<file path="config.mk">
export PLATFORM = sky130hd
export DESIGN_NAME = pt_ctrl
export DESIGN_NICKNAME = d
export VERILOG_FILES = /design/src/rtl/pt_ctrl.sv
export SDC_FILE = /design/constraint.sdc
export NUM_CORES = 1
export LEC_CHECK = 0
export ABC_AREA = 1
export BUFFER_PORTS_ARGS = -buffer_cell sky130_fd_sc_hd__buf_2
export CORE_MARGIN = 1.5
export CORE_UTILIZATION = 50
export DETAILED_ROUTE_END_ITERATION = 12
export GPL_TIMING_DRIVEN = 0
export PLACE_DENSITY_LB_ADDON = 0.15
export SLEW_MARGIN = 20
export SYNTH_ARGS = -nofsm -noshare
export SYNTH_HDL_FRONTEND = slang
export SYNTH_SLANG_ARGS = --single-unit
export TNS_END_PERCENT = 50
</file>
<file path="constraint.sdc">
create_clock -name clk -period 4.2 [get_ports clk]
set_input_delay 0.84 -clock clk [delete_from_list [all_inputs] [get_ports clk]]
set_output_delay 0.84 -clock clk [all_outputs]
set_load 0.005 [all_outputs]
</file>
<file path="src/rtl/pt_ctrl.sv">
// -----------------------------------------------------------------------------
// pt_ctrl -- page table access controller with clock-hand victim selection.
//
// Handles one page table access at a time:
//   * hit  : sets the ref bit (and the dirty bit on a store), then reports the
//            entry read at lookup.
//   * miss : sweeps a 6-bit clock hand over the 64 entries. Entries with ref=1
//            get their ref bit cleared. The first valid entry with ref=0 is
//            reported as the eviction victim. 64 consecutive invalid probes end
//            the sweep with no victim.
//
// Optional build macro:
//   PT_CTRL_STATS_EN - adds saturating hit_cnt / fault_cnt outputs.
//
// Ports:
//   clk, reset                 clock (rising edge), async active-high reset
//   req, req_vpn, req_wr       access request (sampled in IDLE only)
//   busy                       high whenever not IDLE
//   done, fault, no_victim     completion pulse plus its status flags
//   ppn                        entry read at lookup (valid on done, fault=0)
//   evict_valid/vpn/dirty      victim report, held until evict_ack
//   evict_ack                  handler has consumed the victim
//   pt_vpn, pt_write,          page table port. pt_dirty_ref = {dirty, ref}
//   pt_dirty_ref               is written to entry pt_vpn when pt_write=1
//   pt_fault, pt_entry         combinational page table read data for pt_vpn
//   hit_cnt, fault_cnt         statistics (PT_CTRL_STATS_EN only)
// -----------------------------------------------------------------------------
module pt_ctrl (
    input  logic        clk,
    input  logic        reset,
    input  logic        req,
    input  logic [5:0]  req_vpn,
    input  logic        req_wr,
    input  logic        evict_ack,
    input  logic        pt_fault,
    input  logic [31:0] pt_entry,
`ifdef PT_CTRL_STATS_EN
    output logic [15:0] hit_cnt,
    output logic [15:0] fault_cnt,
`endif
    output logic        busy,
    output logic        done,
    output logic        fault,
    output logic [31:0] ppn,
    output logic        no_victim,
    output logic        evict_valid,
    output logic [5:0]  evict_vpn,
    output logic        evict_dirty,
    output logic [5:0]  pt_vpn,
    output logic        pt_write,
    output logic [1:0]  pt_dirty_ref
);

    typedef enum logic [2:0] {
        S_IDLE, S_LOOKUP, S_UPDATE, S_SCAN, S_CLEAR, S_EVICT, S_DONE
    } state_t;

    state_t      r_state;
    logic [5:0]  r_hand;       // clock hand
    logic [5:0]  r_miss_run;   // consecutive invalid probes in the current sweep
    logic        r_wr;         // latched store flag
    logic [31:0] r_entry;      // entry captured at lookup

    logic w_valid;
    logic w_dirty;
    logic w_ref;

    assign w_valid = pt_entry[31];
    assign w_dirty = pt_entry[30];
    assign w_ref   = pt_entry[29];

    // All outputs are registered: each transition loads the values the
    // destination state must present (pt_vpn, pt_write, evict_*, done ...).
    always_ff @(posedge clk or posedge reset) begin
        if (reset) begin
            r_state      <= S_IDLE;
            r_hand       <= 6'd0;
            r_miss_run   <= 6'd0;
            r_wr         <= 1'b0;
            r_entry      <= 32'd0;
            busy         <= 1'b0;
            done         <= 1'b0;
            fault        <= 1'b0;
            ppn          <= 32'd0;
            no_victim    <= 1'b0;
            evict_valid  <= 1'b0;
            evict_vpn    <= 6'd0;
            evict_dirty  <= 1'b0;
            pt_vpn       <= 6'd0;
            pt_write     <= 1'b0;
            pt_dirty_ref <= 2'b00;
        end else begin
            done     <= 1'b0;
            pt_write <= 1'b0;
            case (r_state)
                S_IDLE: begin
                    if (req) begin
                        pt_vpn  <= req_vpn;
                        r_wr    <= req_wr;
                        busy    <= 1'b1;
                        r_state <= S_LOOKUP;
                    end
                end
                S_LOOKUP: begin
                    if (!pt_fault) begin
                        r_entry      <= pt_entry;
                        pt_dirty_ref <= {w_dirty | r_wr, 1'b1};
                        pt_write     <= 1'b1;
                        r_state      <= S_UPDATE;
                    end else begin
                        pt_vpn     <= r_hand;
                        r_miss_run <= 6'd0;
                        r_state    <= S_SCAN;
                    end
                end
                S_UPDATE: begin
                    done      <= 1'b1;
                    fault     <= 1'b0;
                    no_victim <= 1'b0;
                    ppn       <= r_entry;
                    r_state   <= S_DONE;
                end
                S_SCAN: begin
                    if (!w_valid) begin
                        // The hand advances on every invalid probe, so after
                        // 64 of them it is back where the sweep started.
                        r_hand <= r_hand + 6'd1;
                        pt_vpn <= r_hand + 6'd1;
                        if (r_miss_run == 6'd63) begin
                            done      <= 1'b1;
                            fault     <= 1'b1;
                            no_victim <= 1'b1;
                            r_state   <= S_DONE;
                        end else begin
                            r_miss_run <= r_miss_run + 6'd1;
                        end
                    end else if (w_ref) begin
                        // Second chance: clear ref, keep dirty. pt_vpn stays
                        // on the hand entry for the write.
                        pt_dirty_ref <= {w_dirty, 1'b0};
                        pt_write     <= 1'b1;
                        r_miss_run   <= 6'd0;
                        r_state      <= S_CLEAR;
                    end else begin
                        evict_valid <= 1'b1;
                        evict_vpn   <= r_hand;
                        evict_dirty <= w_dirty;
                        r_state     <= S_EVICT;
                    end
                end
                S_CLEAR: begin
                    r_hand  <= r_hand + 6'd1;
                    pt_vpn  <= r_hand + 6'd1;
                    r_state <= S_SCAN;
                end
                S_EVICT: begin
                    if (evict_ack) begin
                        evict_valid <= 1'b0;
                        r_hand      <= r_hand + 6'd1;
                        done        <= 1'b1;
                        fault       <= 1'b1;
                        no_victim   <= 1'b0;
                        r_state     <= S_DONE;
                    end
                end
                S_DONE: begin
                    busy    <= 1'b0;
                    r_state <= S_IDLE;
                end
                default: begin
                    busy    <= 1'b0;
                    r_state <= S_IDLE;
                end
            endcase
        end
    end

`ifdef PT_CTRL_STATS_EN
    // done and fault are registered together, so fault qualifies this pulse.
    always_ff @(posedge clk or posedge reset) begin
        if (reset) begin
            hit_cnt   <= 16'd0;
            fault_cnt <= 16'd0;
        end else if (done) begin
            if (fault) begin
                if (fault_cnt != 16'hFFFF) fault_cnt <= fault_cnt + 16'd1;
            end else begin
                if (hit_cnt != 16'hFFFF) hit_cnt <= hit_cnt + 16'd1;
            end
        end
    end
`endif

endmodule

</file>
==> flow_metrics.env <==
export IMPL_setup_slack_ns=2.430
export IMPL_leakage_nw=2.689
export IMPL_critPathKind="reg2reg"
export IMPL_vias=3521
export IMPL_io_buffer_count=96
export IMPL_overflow=0
export IMPL_slowest_stage="dfrtp_1"
export IMPL_hold_class="in2async"
export IMPL_rsz0062_at_grt="false"
export IMPL_routabilityCongestion=0.8766
export IMPL_tightest_slew_ns=0.4832
export IMPL_htreeDepth=3
export IMPL_rows=33
export IMPL_cp_buffers_inverters=4
export IMPL_antenna_found_initial=0
export IMPL_slew_headroom_pct=67.79
export IMPL_drc=0
export IMPL_clock_latency_ns=0.36
export IMPL_finalHoldViolCount=0
export IMPL_cts_setup_buffers=0
export IMPL_grt_util_met3_pct=3.110
export IMPL_drive_gt1_share_pct=22.63
export IMPL_grt_pass1_vias=3295
export IMPL_cp_max_fo=10
export IMPL_cts_sinks=101
export IMPL_endpoint_kind="flop"
export IMPL_dpl_cell_count=690
export IMPL_core_area_um2=8258
export IMPL_grtUsageTotal_pct=22.07
export IMPL_synthCells=488
export IMPL_power_density_nw_per_um2=714.2
export IMPL_syn_area_um2=4287
export IMPL_cts_root_buf="clkbuf_8"
export IMPL_slew_viol_final=0
export IMPL_syn_nets=534
export IMPL_yosysTopAreaCellShare_pct=58.96
export IMPL_seqCellArea_um2=2527
export IMPL_finalInstanceArea_um2=5110
export IMPL_die_x_um=95.59
export IMPL_cts_resized=0
export IMPL_cts_hold_buf=0
export IMPL_cts_tree="yes"
export IMPL_multiInputGateArea_um2=1426
export IMPL_wl_mm=9.342
export IMPL_drtAntennaViolNets=0
export IMPL_worst_setup_path_start_kind="flop"
export IMPL_cp_arrival_ns=1.99
export IMPL_synth_flop_cell="dfrtp_1"
export IMPL_fin_nets=642
export IMPL_ios=97
export IMPL_setup_viol=0
export IMPL_antennaDiodeCount=0
export IMPL_syn_to_final_growth_pct=19.21
export IMPL_cts_buffer_depth=2
export IMPL_synthArstFlopShare_pct=100.0
export IMPL_p_total_mw=3.649
export IMPL_crit_family="buffers and inverters"
export IMPL_max_freq_mhz=564.9
export IMPL_period_share_pct=42.15
export IMPL_post_route_min_period_ns=1.770
export IMPL_synth_distinct_cells=27
export IMPL_synth_most_common_cell="nand2_1"
export IMPL_skew_ns=0.008856
export IMPL_yosysSeqAreaShare_pct=58.96
export IMPL_wl_per_cell_um=13.23
export IMPL_cp_required_ns=4.42
export IMPL_path_cells="buf_4 > inv_1 > nand3_2 > inv_2 > clkbuf_1 > o21ai_0"
export IMPL_clk_pin_slew_ns=0.10
export IMPL_fill_cells=765
export IMPL_die_y_um=95.59
export IMPL_grt_pass1_wl_mm=15.46
export IMPL_met1_usage_pct=29.57
export IMPL_place_hpwl_mm=6.762
export IMPL_grt_use_met2_pct=36.09
export IMPL_final_cells=706
export IMPL_placed_area_um2=4931
export IMPL_numCtsBuffers=9
export IMPL_status="finished clean"
export IMPL_syn_mean_instance_area_um2=8.784
export IMPL_synth_cells_most_frequent="nand2_1 (151), dfrtp_1 (101), o21ai_0 (85)"
export IMPL_die_area_um2=9137
export IMPL_cp_slowest_stage_delay_ns=0.37
export IMPL_drt_first_pass_iters=4
export IMPL_yosys_warnings=0
export IMPL_vias_per_cell=4.987
export IMPL_ir_drop_mv=0.3773
export IMPL_pre_cts_ws_ns=2.158
export IMPL_ys_top_cells_by_area="dfrtp_1 (59%), nand2_1 (13%), o21ai_0 (9.9%)"
export IMPL_ys_ff_latch=101
export IMPL_drt_initial_drc_count=180
export IMPL_cap_viol_max_count=0
export IMPL_start_util_pct=51.91
export IMPL_grt_most_used_layer="met2"
export IMPL_synth_edf_count=0
export IMPL_yosysTopAreaCell="dfrtp_1"
export IMPL_grt_max_degree=60
layer usage:
metal / wire [um] / vias up
li1: - / 1759
met4: 143 / 0
met2: 4578 / 93
met1: 4146 / 1658
met3: 475 / 11
met5: 0 / -
cell type report:
cell class	instances	area share, %
Clock inverter	4	0.6611
Sequential cell	101	49.46
Clock buffer	12	2.840
Multi-Input combinational cell	308	27.91
Inverter	64	4.799
Tap cell	105	2.571
Buffer	15	1.812
Timing Repair Buffer	97	9.941
power by group:
group | total [mW] | internal [mW] | switching (mW)
combinational | 1.44 | 0.553 | 0.888
clock | 0.563 | 0.236 | 0.327
sequential | 1.65 | 1.43 | 0.220
final timing paths:
check,from,end,slack [ns],depth (start not counted)
setup reg to reg,r_state[1]$_DFFE_PP0P_,r_entry[12]$_DFFE_PP0P_,2.43,6
max in group asynchronous,reset,ppn[3]$_DFFE_PP0P_,3.11,3
min in group clk,evict_valid$_DFFE_PP0P_,evict_valid$_DFFE_PP0P_,0.48,2
hold / removal,reset,pt_write$_DFF_PP0_,0.47,2
setup / recovery,r_state[1]$_DFFE_PP0P_,r_entry[12]$_DFFE_PP0P_,2.43,6
hold reg to reg,evict_valid$_DFFE_PP0P_,evict_valid$_DFFE_PP0P_,0.48,2
stage by stage:
| step | setup TNS [ns] | hold slack [ns] | util (%) |
|---|---|---|---|
| 2_1_floorplan | 0 | 0.4492 | - |
| 3_3_place_gp | -39.50 | 0.4525 | 59.32 |
| 3_5_place_dp | 0 | 0.4575 | 59.71 |
| 4_1_cts | 0 | 0.4796 | 61.88 |
| 5_1_grt | 0 | 0.4972 | 61.88 |
| 6_report | 0 | 0.4747 | 61.88 |
registers in the layout (all words and copies together), names as in the netlist:
signal	count
pt_dirty_ref	2
r_wr	1
evict_vpn	6
r_hand	6
pt_vpn	6
r_state	3
evict_dirty	1
evict_valid	1
ppn	32
done	1
r_miss_run	6
pt_write	1
fault	1
r_entry	32
busy	1
no_victim	1
cell usage in the layout (no fill, tap or decap), drive strengths merged, types with 4 or more instances in the layout:
cell type	Yosys	layout
nor2	21	21
nand2	153	153
inv	64	64
clkbuf	9	21
buf	6	103
o21ai	88	88
nand3	27	27
a21oi	4	4
dfrtp	101	101
cells by family (layout without fill, tap and decap cells):
logic type      Yosys count  count (layout)  share of synthesized area [%]
simple gates            208             208                          20.81
flops                   101             101                          58.96
compound gates           95              95                          11.27
buf+inv                  79             192                          7.764
xor+xnor                  3               3                         0.6131
fa+ha+maj                 2               2                         0.5837
No activity file was read; power rests on OpenSTA's default activity.
